### config.mk
export PLATFORM = sky130hd
export DESIGN_NAME = voice_allocator
export DESIGN_NICKNAME = d
export VERILOG_FILES = /design/src/rtl/voice_allocator.sv
export SDC_FILE = /design/constraint.sdc
export NUM_CORES = 1
export LEC_CHECK = 0
export BUFFER_PORTS_ARGS = -buffer_cell sky130_fd_sc_hd__buf_2
export CORE_ASPECT_RATIO = 0.9
export CORE_MARGIN = 10
export CORE_UTILIZATION = 52
export CTS_CLUSTER_DIAMETER = 60
export DETAILED_ROUTE_END_ITERATION = 10
export PLACE_DENSITY = 0.78
export REMOVE_ABC_BUFFERS = 1
export SYNTH_ARGS = -nofsm -noshare
export SYNTH_HDL_FRONTEND = slang
export SYNTH_SLANG_ARGS = --single-unit
### constraint.sdc
create_clock -name clk -period 4.9 [get_ports clk]
set_clock_uncertainty 0.2 [all_clocks]
set_input_delay 0.245 -clock clk [delete_from_list [all_inputs] [get_ports clk]]
set_output_delay 0.245 -clock clk [all_outputs]
set_load 0.02 [all_outputs]
### src/rtl/voice_allocator.sv
// voice_allocator
//   Assigns incoming note-on/note-off commands to one of NUM_VOICES generator
//   slots and forwards the decision to the bank manager over a valid/ready link.
//   Each accepted command is scanned against the slot table, one slot per
//   cycle. A note-on goes to the slot already playing that note (retrigger),
//   else to the lowest free slot, else to the oldest active slot. A note-off
//   goes to the first active slot playing that note.
//
//   Build option: VOICE_STEAL_EN
//     defined   - a note-on with no matching or free slot steals the oldest slot
//     undefined - such a note-on is discarded and o_drop pulses for one cycle
//
//   Ports
//     clk          system clock, rising edge
//     n_rst        asynchronous active-low reset
//     i_cmd_valid  command present
//     i_cmd_data   [15] 1=note-on/0=note-off, [13:7] velocity, [6:0] note
//     o_cmd_ready  high only while idle; command taken when valid && ready
//     o_slot_valid slot command to the bank manager
//     i_slot_ready bank manager takes the slot command
//     o_slot_idx   target slot
//     o_slot_data  latched command word; bit 15 is the gate
//     o_active     per-slot gate mask
//     o_drop       one-cycle pulse when a note-on is discarded
//
//   state | meaning
//   IDLE  | waiting for a command, o_cmd_ready high
//   SCAN  | walking the slot table, one slot per cycle
//   ISSUE | presenting the slot command until i_slot_ready
module voice_allocator #(
    parameter int NUM_VOICES = 8,
    parameter int IDX_W      = 3
) (
    input  logic                  clk,
    input  logic                  n_rst,
    input  logic                  i_cmd_valid,
    input  logic [15:0]           i_cmd_data,
    output logic                  o_cmd_ready,
    output logic                  o_slot_valid,
    input  logic                  i_slot_ready,
    output logic [IDX_W-1:0]      o_slot_idx,
    output logic [15:0]           o_slot_data,
    output logic [NUM_VOICES-1:0] o_active,
    output logic                  o_drop
);

    typedef enum logic [1:0] {IDLE, SCAN, ISSUE} state_t;

    localparam logic [IDX_W-1:0] LAST_IDX = IDX_W'(NUM_VOICES - 1);
    localparam logic [IDX_W-1:0] AGE_MAX  = IDX_W'(NUM_VOICES - 1);

    state_t state_q, state_d;

    logic [15:0]           cmd_q;
    logic [IDX_W-1:0]      scan_idx;
    logic [NUM_VOICES-1:0] gate_tab;
    logic [6:0]            note_tab [NUM_VOICES];
    logic [IDX_W-1:0]      age_tab  [NUM_VOICES];

    // running scan results for slots already examined
    logic             match_found, free_found, old_found;
    logic [IDX_W-1:0] match_idx, free_idx, old_idx, old_age;

    // scan results including the slot examined this cycle
    logic             cur_gate, cur_match, take_old;
    logic             m_found_c, f_found_c, o_found_c;
    logic [IDX_W-1:0] m_idx_c, f_idx_c, o_idx_c, o_age_c;
    logic             last_slot, issue_c, drop_c;
    logic [IDX_W-1:0] sel_c;

    logic             sel_new;
    logic [IDX_W-1:0] sel_age;

    assign cur_gate  = gate_tab[scan_idx];
    assign cur_match = cur_gate && (note_tab[scan_idx] == cmd_q[6:0]);
    assign take_old  = cur_gate && (!old_found || (age_tab[scan_idx] > old_age));

    assign m_found_c = match_found | cur_match;
    assign m_idx_c   = match_found ? match_idx : scan_idx;
    assign f_found_c = free_found | ~cur_gate;
    assign f_idx_c   = free_found ? free_idx : scan_idx;
    assign o_found_c = old_found | cur_gate;
    assign o_idx_c   = take_old ? scan_idx : old_idx;
    assign o_age_c   = take_old ? age_tab[scan_idx] : old_age;
    assign last_slot = (scan_idx == LAST_IDX);

    // table state of the chosen slot, stable throughout ISSUE
    assign sel_new = ~gate_tab[o_slot_idx];
    assign sel_age = age_tab[o_slot_idx];

    assign o_cmd_ready  = (state_q == IDLE);
    assign o_slot_valid = (state_q == ISSUE);
    assign o_active     = gate_tab;

    // slot choice; only consumed on the last scan cycle
    always_comb begin
        issue_c = 1'b0;
        drop_c  = 1'b0;
        sel_c   = '0;
        if (cmd_q[15]) begin
            if (m_found_c) begin
                issue_c = 1'b1;
                sel_c   = m_idx_c;
            end else if (f_found_c) begin
                issue_c = 1'b1;
                sel_c   = f_idx_c;
            end else begin
`ifdef VOICE_STEAL_EN
                issue_c = 1'b1;
                sel_c   = o_idx_c;
`else
                drop_c  = 1'b1;
`endif
            end
        end else if (m_found_c) begin
            issue_c = 1'b1;
            sel_c   = m_idx_c;
        end
    end

    always_comb begin
        state_d = state_q;
        case (state_q)
            IDLE:    if (i_cmd_valid) state_d = SCAN;
            SCAN:    if (last_slot) state_d = issue_c ? ISSUE : IDLE;
            ISSUE:   if (i_slot_ready) state_d = IDLE;
            default: state_d = IDLE;
        endcase
    end

    always_ff @(posedge clk or negedge n_rst) begin
        if (!n_rst) state_q <= IDLE;
        else        state_q <= state_d;
    end

    always_ff @(posedge clk or negedge n_rst) begin
        if (!n_rst) begin
            cmd_q       <= '0;
            scan_idx    <= '0;
            gate_tab    <= '0;
            match_found <= 1'b0;
            free_found  <= 1'b0;
            old_found   <= 1'b0;
            match_idx   <= '0;
            free_idx    <= '0;
            old_idx     <= '0;
            old_age     <= '0;
            o_slot_idx  <= '0;
            o_slot_data <= '0;
            o_drop      <= 1'b0;
            for (int i = 0; i < NUM_VOICES; i++) begin
                note_tab[i] <= '0;
                age_tab[i]  <= '0;
            end
        end else begin
            o_drop <= 1'b0;
            case (state_q)
                IDLE: begin
                    if (i_cmd_valid) begin
                        cmd_q       <= i_cmd_data;
                        scan_idx    <= '0;
                        match_found <= 1'b0;
                        free_found  <= 1'b0;
                        old_found   <= 1'b0;
                    end
                end
                SCAN: begin
                    match_found <= m_found_c;
                    match_idx   <= m_idx_c;
                    free_found  <= f_found_c;
                    free_idx    <= f_idx_c;
                    old_found   <= o_found_c;
                    old_idx     <= o_idx_c;
                    old_age     <= o_age_c;
                    scan_idx    <= scan_idx + IDX_W'(1);
                    if (last_slot) begin
                        if (issue_c) begin
                            o_slot_idx  <= sel_c;
                            o_slot_data <= cmd_q;
                        end
                        o_drop <= drop_c;
                    end
                end
                ISSUE: begin
                    if (i_slot_ready) begin
                        if (o_slot_data[15]) begin
                            // LRU rank: chosen slot becomes youngest; slots younger
                            // than its old rank (or every active slot when freshly
                            // allocated) age by one, saturating.
                            for (int i = 0; i < NUM_VOICES; i++) begin
                                if ((IDX_W'(i) != o_slot_idx) && gate_tab[i] &&
                                    (sel_new || (age_tab[i] < sel_age)) &&
                                    (age_tab[i] != AGE_MAX))
                                    age_tab[i] <= age_tab[i] + IDX_W'(1);
                            end
                            age_tab[o_slot_idx]  <= '0;
                            gate_tab[o_slot_idx] <= 1'b1;
                            note_tab[o_slot_idx] <= o_slot_data[6:0];
                        end else begin
                            gate_tab[o_slot_idx] <= 1'b0;
                        end
                    end
                end
                default: ;
            endcase
        end
    end

endmodule

==> results.tsv <==
metric	value	unit
cp.arrival	3.98	ns
path_class	reg2reg	
rsz0062_at_grt	false	
reg2reg_slack	1.14	ns
crit_path_top_delay_cell	dfrtp_1	
synth_compound_area_share	3.670	%
viasPerCell	5.574	
p_leak	3.131	nW
path_cells	buf_4 > mux4_1 > mux2i_1 > xnor2_1 > nor4_2 > a41o_2 > o21a_4 > mux2_4	
antenna_cells	0	
drv_slew	0	
dp_cells	550	
grt_pass1_wl	19110	um
root_buffer	clkbuf_8	
synthXorXnorAreaFrac	1.021	%
endpoint_kind	flop	
cts_buffers	17	
htreeDepth	4	
fmax	0.2656	GHz
ys_seq_elements	113	
synth.area.mux_share	27.46	%
dr.first_iter.drc_count	341	
mostFrequentLayoutCell	dfrtp_1	
grt_usage	17.26	%
finalWorstSetupSlack	1.135	ns
hold-worst-slack	0.1879	ns
wl	11920	um
io_pins	50	
relSlewSlack	27.35	%
irDropWorstVdd	0.2933	mV
tightest_slew	1.086	ns
dpl.hpwl	7338	um
coreArea	9657	um^2
critPathMaxStageDelay	0.75	ns
drive_gt1_share	35.73	%
crit_path_start_kind	flop	
r2r_cells	8	
finalHoldViolCount	0	
drtPass1Iterations	4	
areaGrowthSynthToFinish	19.78	%
crit_family	multiplexers	
layout.nets	483	
power.total	0.003441	W
setup_viol	0	
synthCells	392	
cp_num_cells	8	
grt_overflow	0	
yosysWarnings	0	
synth_top_family_by_area	multiplexers	
crit_fanout	20	
port_buffers	49	
pre_cts_ws	1.266	ns
final.min_clock_period	3.765	ns
required	5.11	ns
grt_max_degree	67	
final_cell_mix	dfrtp_1, nand2_1, mux2_2	
cts.clk_slew.worst_paths	0.05	ns
die-area	14290	um^2
antenna_found_initial	0	
wl_per_cell	19.90	um
outcome	finished, final reports clean	
die_h	114.4	um
synth_area	5149	um^2
vias	3339	
grt_pass1_vias	3593	
remaining_drc_errors	0	
cts_tree	built	
cp.buffers_inverters	1	
post_cts_buffers	0	
cts.sinks	113	
synth-simple-area-share	9.745	%
stdcell_count	599	
clk_latency	0.53	ns
p_per_area	558.0	nW/um^2
die_w	124.9	um
seq_area_frac_synth	54.92	%
r2r-end	o_slot_data[14]	
drtAntennaViolNets	0	
period_share	76.83	%
worstHoldPathType	in2async	
drv_cap	0	
initial_core_util	53.32	%
gp_congestion	0.8156	
num_rows	34	
finalSetupTns	0	ns
cts_buffer_depth	2	
synth_fa_ha_area_share	0.4860	%
avgSynthCellArea	13.13	um^2
r2r_start	scan_idx[0]	
synth.distinct_cells	39	
## registers in the layout, summed over array words and instances (netlist names), named ones only
signal and count:
state_q 2, match_found 1, match_idx 3, free_idx 3, free_found 1, o_drop 1, o_slot_data 16, cmd_q 16
o_slot_idx 3, scan_idx 3, note_tab 56
## layer usage
metal	track usage (%)	vias up	wire, um
met3	4.491	19	607
met4	9.202	0	253
met2	28.44	94	5835
met1	20.52	1694	5222
li1	-	1532	-
met5	0	-	0
## logic make-up after synthesis
kind of cell               Yosys count
AOI/OAI and AO/OA                   28
xor gates and xnor gates             6
adders and majority gates            2
buffers and inverters               22
DFF                                113
muxes                              107
and+or+nand+nor                    114
## cell type report
| cell class | count | area [um^2] |
|---|---|---|
| clock buffers | 21 | 459.2 |
| clock inverters | 10 | 86.33 |
| fillers | 703 | 3490 |
| inverters | 3 | 11.26 |
| multi-input cells | 257 | 2182 |
| flip-flops and latches | 113 | 2828 |
| well taps | 126 | 157.7 |
| repair buffers | 69 | 442.9 |
## worst max path at each step
stage	from	to	slack, ns
2_1_floorplan	scan_idx[0]	o_slot_data[10]	1.70
3_3_place_gp	scan_idx[0]	o_slot_data[5]	1.34
3_5_place_dp	scan_idx[0]	o_slot_data[13]	1.27
4_1_cts	scan_idx[0]	o_slot_data[13]	1.15
5_1_grt	scan_idx[0]	o_slot_data[8]	0.93
6_report	scan_idx[0]	o_slot_data[14]	1.14
## synthesized netlist by cell type, drive strengths merged
cell / count / area [um^2]
xor2: 2 / 17.52
nand3b: 2 / 15.01
a21o: 2 / 15.01
o21ai: 15 / 75.07
nor2: 13 / 48.80
nor3b: 2 / 15.01
a2bb2oi: 2 / 17.52
nor4: 2 / 18.77
mux4: 12 / 300.3
o22ai: 1 / 6.260
o221a: 1 / 11.26
mux2i: 16 / 163.9
ha: 2 / 25.02
dfrtp: 113 / 2828
a41o: 1 / 11.26
xnor2: 4 / 35.03
nor2b: 4 / 25.02
nand3: 10 / 50.05
o21a: 1 / 15.01
clkbuf: 10 / 37.54
inv: 3 / 11.26
nand2b: 2 / 12.51
o31ai: 2 / 15.01
a21oi: 1 / 5.000
and2: 4 / 25.02
nand4: 4 / 25.02
a22o: 1 / 8.760
nand2: 71 / 266.5
a2111oi: 1 / 8.760
buf: 9 / 90.08
mux2: 79 / 949.7
## stage by stage
step	instance area, um^2	utilization (%)
2_1_floorplan	5021	-
3_3_place_gp	5441	56.35
3_5_place_dp	5441	56.35
4_1_cts	6167	63.86
5_1_grt	6167	63.86
6_report	6167	63.86
## power breakdown
| group | internal [W] | switching (W) |
|---|---|---|
| clock network | 0.000703 | 0.000417 |
| registers | 0.00113 | 0.000315 |
| logic | 0.000423 | 0.000457 |
## timing repair
action	4_1_cts	5_1_grt
hold endpoints to repair	86	0
resized for setup	0	0
hold buffers	18	0
No activity file was read; power rests on OpenSTA's default activity.
